===== src/rtl/voxel_cmd_master_pkg.sv =====
// Shared definitions for the voxel GPU command master: register map,
// command record, error codes and FSM states.
package voxel_cmd_master_pkg;

  localparam logic [7:0] GPU_REG_RASTERIZE = 8'h00;
  localparam logic [7:0] GPU_REG_KICK_1    = 8'h01;
  localparam logic [7:0] GPU_REG_KICK_2    = 8'h02;
  localparam logic [7:0] GPU_REG_POSITION  = 8'h03;
  localparam logic [7:0] GPU_REG_STATUS    = 8'h0f;
  localparam logic [7:0] GPU_REG_CAM_FIRST = 8'h10;
  localparam logic [7:0] GPU_REG_CAM_LAST  = 8'h1e;

  typedef struct packed {
    logic [7:0]  addr;
    logic [31:0] data;
  } gpu_cmd_t;

  typedef enum logic [1:0] {
    ERR_NONE    = 2'd0,
    ERR_STATUS  = 2'd1,
    ERR_TIMEOUT = 2'd2,
    ERR_ADDR    = 2'd3
  } gpu_cmd_err_e;

  typedef enum logic [2:0] {
    S_IDLE  = 3'd0,
    S_WRITE = 3'd1,
    S_WAIT  = 3'd2,
    S_READ  = 3'd3,
    S_FORCE = 3'd4,
    S_CLEAR = 3'd5
  } cmd_state_e;

  function automatic logic is_reserved_addr(input logic [7:0] addr);
    return (addr == GPU_REG_STATUS) || (addr > GPU_REG_CAM_LAST);
  endfunction

  function automatic logic is_kick_addr(input logic [7:0] addr);
    return addr <= GPU_REG_POSITION;
  endfunction

endpackage


===== src/rtl/voxel_cmd_master_cmd_fifo.sv =====
// Synchronous command FIFO; a push while full is dropped even if a pop
// happens in the same cycle.
module cmd_fifo #(
  parameter int WIDTH = 40,
  parameter int DEPTH = 8
) (
  input  logic                     clock,
  input  logic                     reset,
  input  logic                     push,
  input  logic                     pop,
  input  logic [WIDTH-1:0]         wdata,
  output logic [WIDTH-1:0]         rdata,
  output logic                     full,
  output logic                     empty,
  output logic [$clog2(DEPTH):0]   count
);

  localparam int AW = $clog2(DEPTH);

  logic [WIDTH-1:0] mem_r [DEPTH];
  logic [AW-1:0]    wr_ptr_r;
  logic [AW-1:0]    rd_ptr_r;
  logic [AW:0]      count_r;
  logic             do_push_s;
  logic             do_pop_s;

  assign full      = (count_r == (AW+1)'(DEPTH));
  assign empty     = (count_r == '0);
  assign count     = count_r;
  assign rdata     = mem_r[rd_ptr_r];
  assign do_push_s = push && !full;
  assign do_pop_s  = pop && !empty;

  // Storage array; contents are don't-care until written.
  always_ff @(posedge clock) begin
    if (do_push_s) begin
      mem_r[wr_ptr_r] <= wdata;
    end
  end

  // Pointers and occupancy; DEPTH is a power of two so pointers wrap naturally.
  always_ff @(posedge clock or posedge reset) begin
    if (reset) begin
      wr_ptr_r <= '0;
      rd_ptr_r <= '0;
      count_r  <= '0;
    end else begin
      if (do_push_s) begin
        wr_ptr_r <= wr_ptr_r + AW'(1);
      end
      if (do_pop_s) begin
        rd_ptr_r <= rd_ptr_r + AW'(1);
      end
      case ({do_push_s, do_pop_s})
        2'b10:   count_r <= count_r + (AW+1)'(1);
        2'b01:   count_r <= count_r - (AW+1)'(1);
        default: count_r <= count_r;
      endcase
    end
  end

endmodule


===== src/rtl/voxel_cmd_master.sv =====
// Avalon-MM master replaying queued host register commands into the voxel GPU,
// waiting on irq after kicks and recovering the GPU on timeout or bad status.
module voxel_cmd_master
  import voxel_cmd_master_pkg::*;
#(
  parameter int DEPTH        = 8,
  parameter int TIMEOUT_BITS = 16
) (
  input  logic        clock,
  input  logic        reset,
  input  logic        cmd_valid,
  output logic        cmd_ready,
  input  logic [7:0]  cmd_addr,
  input  logic [31:0] cmd_data,
  output logic [7:0]  m0_address,
  output logic        m0_write,
  output logic [31:0] m0_writedata,
  output logic        m0_read,
  input  logic [31:0] m0_readdata,
  input  logic        m0_waitrequest,
  input  logic        gpu_irq,
  output logic        busy,
  output logic [15:0] done_count,
  output logic        err,
  output logic [1:0]  err_code,
  input  logic        err_clear
);

  // Last timer value before expiry: the wait lasts 2**TIMEOUT_BITS-1 cycles.
  localparam logic [TIMEOUT_BITS-1:0] TIMER_LAST = {TIMEOUT_BITS{1'b1}} - TIMEOUT_BITS'(1);

  cmd_state_e                 state_r;
  logic [7:0]                 cur_addr_r;
  logic [TIMEOUT_BITS-1:0]    timer_r;
  gpu_cmd_t                   push_cmd_s;
  gpu_cmd_t                   head_s;
  logic                       push_s;
  logic                       pop_s;
  logic                       fifo_full_s;
  logic                       fifo_empty_s;
  logic [$clog2(DEPTH):0]     fifo_count_s;
  logic                       err_set_s;
  gpu_cmd_err_e               err_kind_s;

  assign push_cmd_s = '{addr: cmd_addr, data: cmd_data};
  assign cmd_ready  = !fifo_full_s;
  assign push_s     = cmd_valid && !fifo_full_s;
  assign pop_s      = (state_r == S_IDLE) && !fifo_empty_s;

  cmd_fifo #(.WIDTH($bits(gpu_cmd_t)), .DEPTH(DEPTH)) u_fifo (
    .clock (clock),
    .reset (reset),
    .push  (push_s),
    .pop   (pop_s),
    .wdata (push_cmd_s),
    .rdata (head_s),
    .full  (fifo_full_s),
    .empty (fifo_empty_s),
    .count (fifo_count_s)
  );

  // Error events raised by the current state this cycle.
  always_comb begin
    err_set_s  = 1'b0;
    err_kind_s = ERR_NONE;
    case (state_r)
      S_IDLE: begin
        if (pop_s && is_reserved_addr(head_s.addr)) begin
          err_set_s  = 1'b1;
          err_kind_s = ERR_ADDR;
        end else begin
          err_set_s  = 1'b0;
          err_kind_s = ERR_NONE;
        end
      end
      S_WAIT: begin
        if (!gpu_irq && (timer_r == TIMER_LAST)) begin
          err_set_s  = 1'b1;
          err_kind_s = ERR_TIMEOUT;
        end else begin
          err_set_s  = 1'b0;
          err_kind_s = ERR_NONE;
        end
      end
      S_READ: begin
        if (!m0_waitrequest && (m0_readdata != 32'd0)) begin
          err_set_s  = 1'b1;
          err_kind_s = ERR_STATUS;
        end else begin
          err_set_s  = 1'b0;
          err_kind_s = ERR_NONE;
        end
      end
      default: begin
        err_set_s  = 1'b0;
        err_kind_s = ERR_NONE;
      end
    endcase
  end

  // Command sequencer with registered bus, status and error outputs.
  always_ff @(posedge clock or posedge reset) begin
    if (reset) begin
      state_r      <= S_IDLE;
      cur_addr_r   <= 8'h00;
      timer_r      <= '0;
      m0_address   <= 8'h00;
      m0_write     <= 1'b0;
      m0_writedata <= 32'h0000_0000;
      m0_read      <= 1'b0;
      busy         <= 1'b0;
      done_count   <= 16'h0000;
      err          <= 1'b0;
      err_code     <= ERR_NONE;
    end else begin
      // A new error beats a simultaneous clear; otherwise the first error sticks.
      if (err_set_s && (!err || err_clear)) begin
        err      <= 1'b1;
        err_code <= err_kind_s;
      end else if (err_clear) begin
        err      <= 1'b0;
        err_code <= ERR_NONE;
      end
      busy <= (state_r != S_IDLE) || (fifo_count_s != '0) || push_s;

      case (state_r)
        S_IDLE: begin
          if (pop_s) begin
            cur_addr_r <= head_s.addr;
            if (!is_reserved_addr(head_s.addr)) begin
              state_r      <= S_WRITE;
              m0_write     <= 1'b1;
              m0_address   <= head_s.addr;
              m0_writedata <= head_s.data;
            end
          end
        end
        S_WRITE: begin
          if (!m0_waitrequest) begin
            m0_write <= 1'b0;
            if (is_kick_addr(cur_addr_r)) begin
              state_r <= S_WAIT;
              timer_r <= '0;
            end else begin
              state_r <= S_IDLE;
            end
          end
        end
        S_WAIT: begin
          if (gpu_irq) begin
            state_r    <= S_READ;
            m0_read    <= 1'b1;
            m0_address <= GPU_REG_STATUS;
          end else if (timer_r == TIMER_LAST) begin
            state_r      <= S_FORCE;
            m0_write     <= 1'b1;
            m0_address   <= GPU_REG_STATUS;
            m0_writedata <= 32'h0000_0000;
          end else begin
            timer_r <= timer_r + TIMEOUT_BITS'(1);
          end
        end
        S_READ: begin
          if (!m0_waitrequest) begin
            m0_read <= 1'b0;
            if (m0_readdata == 32'd0) begin
              done_count <= done_count + 16'd1;
              state_r    <= S_IDLE;
            end else begin
              state_r      <= S_FORCE;
              m0_write     <= 1'b1;
              m0_address   <= GPU_REG_STATUS;
              m0_writedata <= 32'h0000_0000;
            end
          end
        end
        S_FORCE: begin
          if (!m0_waitrequest) begin
            m0_writedata <= 32'h0000_0001;
            state_r      <= S_CLEAR;
          end
        end
        S_CLEAR: begin
          if (!m0_waitrequest) begin
            m0_write <= 1'b0;
            state_r  <= S_IDLE;
          end
        end
        default: begin
          state_r  <= S_IDLE;
          m0_write <= 1'b0;
          m0_read  <= 1'b0;
        end
      endcase
    end
  end

endmodule


===== config.mk =====
export PLATFORM = sky130hd
export DESIGN_NAME = voxel_cmd_master
export DESIGN_NICKNAME = d
export VERILOG_FILES = /design/src/rtl/voxel_cmd_master_pkg.sv /design/src/rtl/voxel_cmd_master_cmd_fifo.sv /design/src/rtl/voxel_cmd_master.sv
export SDC_FILE = /design/constraint.sdc
export NUM_CORES = 1
export LEC_CHECK = 0
export CAP_MARGIN = 20
export CORE_UTILIZATION = 40
export DETAILED_ROUTE_END_ITERATION = 12
export DONT_BUFFER_PORTS = 1
export PLACE_DENSITY = 0.52
export SYNTH_ARGS = -nofsm -noshare
export SYNTH_HDL_FRONTEND = slang
export SYNTH_SLANG_ARGS = --single-unit
export TNS_END_PERCENT = 5

===== constraint.sdc =====
create_clock -name clock -period 6.1 [get_ports clock]
set_clock_uncertainty 0.1 [all_clocks]
set_input_delay 1.22 -clock clock [delete_from_list [all_inputs] [get_ports clock]]
set_output_delay 1.22 -clock clock [all_outputs]
set_load 0.01 [all_outputs]

==> results.cfg, run 1 <==
[floorplanning]
core.rowCount = 74
die_area_mm2 = 0.0424
die-width_um = 206
ios = 141
core_area_mm2 = 0.0409
start_util = 0.406
die_h_um = 206

[routing]
route.detailed.drc = 0
drtAntennaViolNets = 0
first_pass_iters = 4
totalWireLength_mm = 34.0
dr_total_vias = 7958
via_per_inst = 5.41
wl_per_cell_um = 23.2
dr.first_iter.drc_count = 429

[setup_path]
cp-endpoint = m0_writedata[27]
r2r_start = u_fifo.rd_ptr_r[0]
critical_path.max_fanout = 38
critPathSlowestCell = dfrtp_4
worstPathCellList = mux4_2 -> mux2i_1 -> nor4_4 -> nor2_2 -> nand2_2 -> buf_4 -> o2bb2ai_2
startpoint_type = flop
r2r_cells = 7
max_stage_delay_ns = 0.95
r2r_end = m0_writedata[27]
cp-end-kind = flop
cp-startpoint = u_fifo.rd_ptr_r[0]
rrSetupSlack_ns = 2.66
required_ns = 6.48
cp_data_arrival_time_ns = 3.81
critPathKind = reg2reg

[clock_network]
root_buffer = clkbuf_16
hold_buffers = 0
cts_buffer_depth = 3
clk_latency_ns = 0.56
ctsHtreeMaxLevel = 2
clk_pin_slew_worst_paths_ns = 0.06
cts_sinks = 417
cts_setup_buffers = 0
ctsResizeCount = 0
numCtsBuffers = 44
tritoncts = yes

[sta]
fin_worst_hold_slack_ns = 0.404
max_freq_mhz = 291
rsz0062_at_grt = no
relSlewSlack = 0.305
post-route-min-period_ns = 3.44
fin_tns_setup_ns = 0
tightest_slew_ns = 1.04
fin_crit_sh = 0.564
finalMaxSlewViolations = 0
hold_viol = 0
setup_viol = 0

[logic_synthesis]
post_synth_inst_count = 877
async_flop_share = 0.233
postSynthAreaPerCell_um2 = 18.9
yosysSeqAreaShare = 0.724
synth_cell_types = 56
syn_nets = 964
synth_area_mm2 = 0.0166
ys.warnings.count = 0
synthFlopType = edfxtp_1
ys_seq_elements = 417
synth_edf_count = 320

[cells_and_area]
num_antenna_cells = 0
nets = 989
final_util = 0.460
drive_above_1_share = 0.235
area_growth_syn_to_layout_pct = 13.4

[power_and_ir_drop]
leakage_nw = 6.46
ir_worst_vdd_mv = 0.283
power-per-cell-area_mw_per_mm2 = 482

[global_route]
grtUsageTotal = 0.164
grt_max_degree = 67
grt_pass1_vias = 8438
grt-ovfl-total = 0
grt_antenna_before_repair = 0
grt_pass1_wl_mm = 51.4

[placed_design]
port_buffers = 0
post-dp-hpwl_mm = 19.6
place_congestion = 0.780

[worst_hold_path]
hold_path_class = reg2reg

[run_status]
status = finished, final reports clean

[run]
cap_violations = 0
-- where the power goes --
part	switching [mW]	internal, mW	leakage [nW]	total (mW)
Combinational	1.29	1.09	1.57	2.38
Clock	1.08	1.68	0.739	2.76
Sequential	0.382	3.56	4.15	3.94
Total	2.75	6.33	6.46	9.08
-- cells in the mapped netlist, types with 10 or more instances --
| master | count | share of area |
|---|---|---|
| buf_2 | 11 | 0.0033 |
| clkbuf_1 | 22 | 0.0050 |
| edfxtp_1 | 320 | 0.58 |
| nand4_1 | 12 | 0.0045 |
| nand3_1 | 19 | 0.0057 |
| mux4_2 | 80 | 0.11 |
| o21ai_0 | 13 | 0.0039 |
| mux2i_1 | 37 | 0.022 |
| xnor2_1 | 25 | 0.013 |
| nor2_1 | 44 | 0.0099 |
| a21oi_1 | 15 | 0.0045 |
| xor2_1 | 10 | 0.0053 |
| o2bb2ai_2 | 30 | 0.027 |
| nand2_1 | 27 | 0.0061 |
| inv_1 | 12 | 0.0027 |
| nor4_1 | 16 | 0.0060 |
| dfrtp_1 | 97 | 0.15 |
-- stage by stage --
stage          worst slack, ns  power, mW  cells  area [µm²]
5_1_grt                   2.40       9.55   1470       18800
2_1_floorplan             1.14       5.81    877       16600
3_3_place_gp              2.63       6.43   1386       17300
4_1_cts                   2.57       9.24   1468       18800
3_5_place_dp              2.57       6.45   1386       17300
6_report                  2.66       9.08   1470       18800
-- registers in the layout, indices dropped and copies added (netlist names), 3 cells and up --
name	cells
m0_address	8
u_fifo.wr_ptr_r	3
state_r	3
m0_writedata	32
u_fifo.mem_r	320
u_fifo.rd_ptr_r	3
cur_addr_r	6
u_fifo.count	4
timer_r	16
done_count	16
-- cells by family (layout without fill, tap and decap cells) --
group	after synthesis	after routing	synth area share
AO/OA/AOI/OAI	83	83	0.0478
XOR/XNOR	35	35	0.0184
adder cells (fa/ha/maj)	9	9	0.00723
buffers and inverters	51	112	0.0154
flip-flops	417	417	0.724
multiplexers	123	123	0.136
AND/OR/NAND/NOR	159	159	0.0509
-- metal layers --
metal | vias to the layer above | wire length (µm) | track usage
met4 | 0 | 610 | 0.0428
met3 | 49 | 2070 | 0.0459
met2 | 164 | 16600 | 0.273
li1 | 3575 | - | -
met1 | 4170 | 14800 | 0.210
met5 | - | 0 | 0
-- cell usage in the layout (no fill, tap or decap), types with 6 or more instances in the layout --
| cell | count |
|---|---|
| xor2_1 | 10 |
| o2bb2ai_2 | 30 |
| nor2_4 | 6 |
| buf_4 | 16 |
| xnor2_1 | 25 |
| inv_1 | 11 |
| nand2_1 | 26 |
| dfrtp_1 | 94 |
| o21ai_0 | 13 |
| mux2i_1 | 37 |
| nand3_1 | 19 |
| nor2_1 | 38 |
| clkinv_2 | 6 |
| edfxtp_1 | 320 |
| mux4_2 | 80 |
| ha_1 | 8 |
| clkbuf_1 | 16 |
| bufinv_16 | 6 |
| clkbuf_16 | 45 |
| nor4_1 | 16 |
| and3_1 | 8 |
| nand4_1 | 12 |
| a21oi_1 | 15 |
-- cell type report --
class,instances,area (µm²)
fillers,3469,22100
well taps,532,666
clock inverters,16,264
repair buffers,18,175
multi-input cells,409,4380
clock buffers,66,1250
flip-flops and latches,417,12000
inverters,12,47.5
-- critical path: cells and delay by family (launching register included) --
kind	cells	cell delay, ns
mux	2	0.96
compound gates	1	0.17
buf+inv	1	0.41
simple gates	3	0.72
flops	1	0.95
-- worst min-delay path by stage --
stage	from	to	slack [ns]	cells past startpoint
detailed placement	u_fifo.count[3]	u_fifo.count[3]	0.40	1
global placement	u_fifo.count[3]	u_fifo.count[3]	0.39	1
finish	u_fifo.count[3]	u_fifo.count[3]	0.40	1
floorplan	u_fifo.count[3]	u_fifo.count[3]	0.36	1
global route	u_fifo.count[3]	u_fifo.count[3]	0.43	1
CTS	u_fifo.count[3]	u_fifo.count[3]	0.40	1
Note: power is estimated with default switching activity, not from simulation.
==> run 2: changes to the inputs <==
==> constraint.sdc (replaced) <==
create_clock -name clock -period 3.3 [get_ports clock]
set_clock_uncertainty 0.1 [all_clocks]
set_input_delay 0.66 -clock clock [delete_from_list [all_inputs] [get_ports clock]]
set_output_delay 0.66 -clock clock [all_outputs]
set_load 0.01 [all_outputs]
==> run 2 against run 1 <==
Register-to-register slack got worse by 2.2 ns. Clock-buffer cell count down 2. Via count up 0.67%. Cell area grew 0.78%. Combinational power rose by 97%. Sequential cell count unchanged. Global-route usage is 0.75 points higher. Worst hold slack got worse by 0.32 ns. Critical path type unchanged.
==> results.cfg, run 2 (synthesis gave the netlist of run 1 again) <==
[run]
cap_violations = 0

[clock_network]
clk_pin_slew_worst_paths_ns = 0.06
cts_setup_buffers = 0
numCtsBuffers = 46
tritoncts = yes
cts_buffer_depth = 3
root_buffer = clkbuf_16
ctsHtreeMaxLevel = 2
cts_sinks = 417
clk_latency_ns = 0.57

[routing]
drtAntennaViolNets = 0
wl_per_cell_um = 23.5
first_pass_iters = 4
via_per_inst = 5.39
route.detailed.drc = 0
dr.first_iter.drc_count = 497
dr_total_vias = 8011
totalWireLength_mm = 34.9

[global_route]
grt_pass1_vias = 8597
grtUsageTotal = 0.171
grt-ovfl-total = 0
grt_antenna_before_repair = 0
grt_max_degree = 57
grt_pass1_wl_mm = 53.3

[placed_design]
place_congestion = 0.750
post-dp-hpwl_mm = 20.2
port_buffers = 0

[floorplanning]
die_h_um = 206
core_area_mm2 = 0.0409
start_util = 0.406
die-width_um = 206
die_area_mm2 = 0.0424
ios = 141
core.rowCount = 74

[cells_and_area]
largest_reg_flops = 320
num_antenna_cells = 0
num-fill-cells = 3459
regMostFlops = u_fifo.mem_r
seq_area_mm2 = 0.0120
area_growth_syn_to_layout_pct = 14.2
final_util = 0.464
final_cell_mix = edfxtp_1, dfrtp_1, mux4_2
top_regs = u_fifo.mem_r x320, m0_writedata x32
drive_above_1_share = 0.244
multiInputGateArea_mm2 = 0.00439
nets = 1005
final_common_cell = edfxtp_1

[sta]
finalMaxSlewViolations = 0
hold_viol = 0
fin_worst_hold_slack_ns = 0.0875
rsz0062_at_grt = no
relSlewSlack = 0.456
fin_crit_sh = 0.852
tightest_slew_ns = 0.812
setup_viol = 0
post-route-min-period_ns = 2.81
max_freq_mhz = 356

[power_and_ir_drop]
leakage_nw = 6.53
power-per-cell-area_mw_per_mm2 = 888
ir_worst_vdd_mv = 0.425

[setup_path]
startpoint_type = flop
rrSetupSlack_ns = 0.49
required_ns = 3.63
critPathKind = reg2reg
critical_path.max_fanout = 32
cp_data_arrival_time_ns = 3.14
cp-end-kind = flop

[run_status]
status = finished, final reports clean

[worst_hold_path]
hold_path_class = in2reg
-- run 2: through the flow --
step	cells	power, mW	cell area [µm²]	worst slack (ns)	TNS (ns)
final	1485	16.9	19000	0.490	0
after global routing	1485	17.7	19000	0.308	0
after CTS	1485	17.2	19000	0.459	0
after detailed placement	1401	12.1	17500	0.481	0
after global placement	1401	12.0	17500	0.512	0
after floorplan	877	10.7	16600	-0.823	-35.43
-- run 2: final cells by class --
cell class | count | share of cell area
tap | 532 | 0.0351
inverter | 12 | 0.00251
timing repair buffer | 32 | 0.0187
clock buffer | 64 | 0.0674
sequential | 417 | 0.635
clock inverter | 19 | 0.0105
multi-input combinational | 409 | 0.231
-- run 2: repair_timing --
action | 4_1_cts | 5_1_grt
hold buffers | 1 | 0
hold endpoints to repair | 32 | 0
gates resized for setup | 0 | 0
setup endpoints to repair | 0 | 0
-- run 2: power breakdown --
group	internal (mW)	switching, mW
Combinational	2.13	2.55
Sequential	6.57	0.595
Clock	3.01	2.00
-- run 2: path summary, 6_finish.rpt --
path	start	to	cells past startpoint
min in group asynchronous	reset	m0_writedata[2]	2
setup reg to reg	u_fifo.rd_ptr_r[0]	m0_writedata[10]	7
max in group asynchronous	reset	done_count[9]	3
hold / removal	cmd_addr[7]	u_fifo.mem_r[0][39]	0
setup / recovery	u_fifo.rd_ptr_r[0]	m0_writedata[10]	7
hold reg to reg	u_fifo.count[3]	u_fifo.count[3]	1
-- run 2: worst max-delay path, cell delays in order (launching register included) --
cell and delay, ns:
dfrtp_4 0.66, mux4_2 0.55, mux2i_1 0.37, nor4_4 0.12
nor3_4 0.32, o211ai_4 0.13, buf_12 0.23, o2bb2ai_2 0.16
-- run 2: routing by layer --
layer  track usage  vias to the layer above  part of all wire  routed length [µm]
met3        0.0545                       47             0.071                2470
met5             0                        -                 0                   0
met1         0.215                     4165              0.42               14600
met4        0.0428                        0             0.018                 620
li1              -                     3596                 -                   -
met2         0.287                      203              0.49               17200
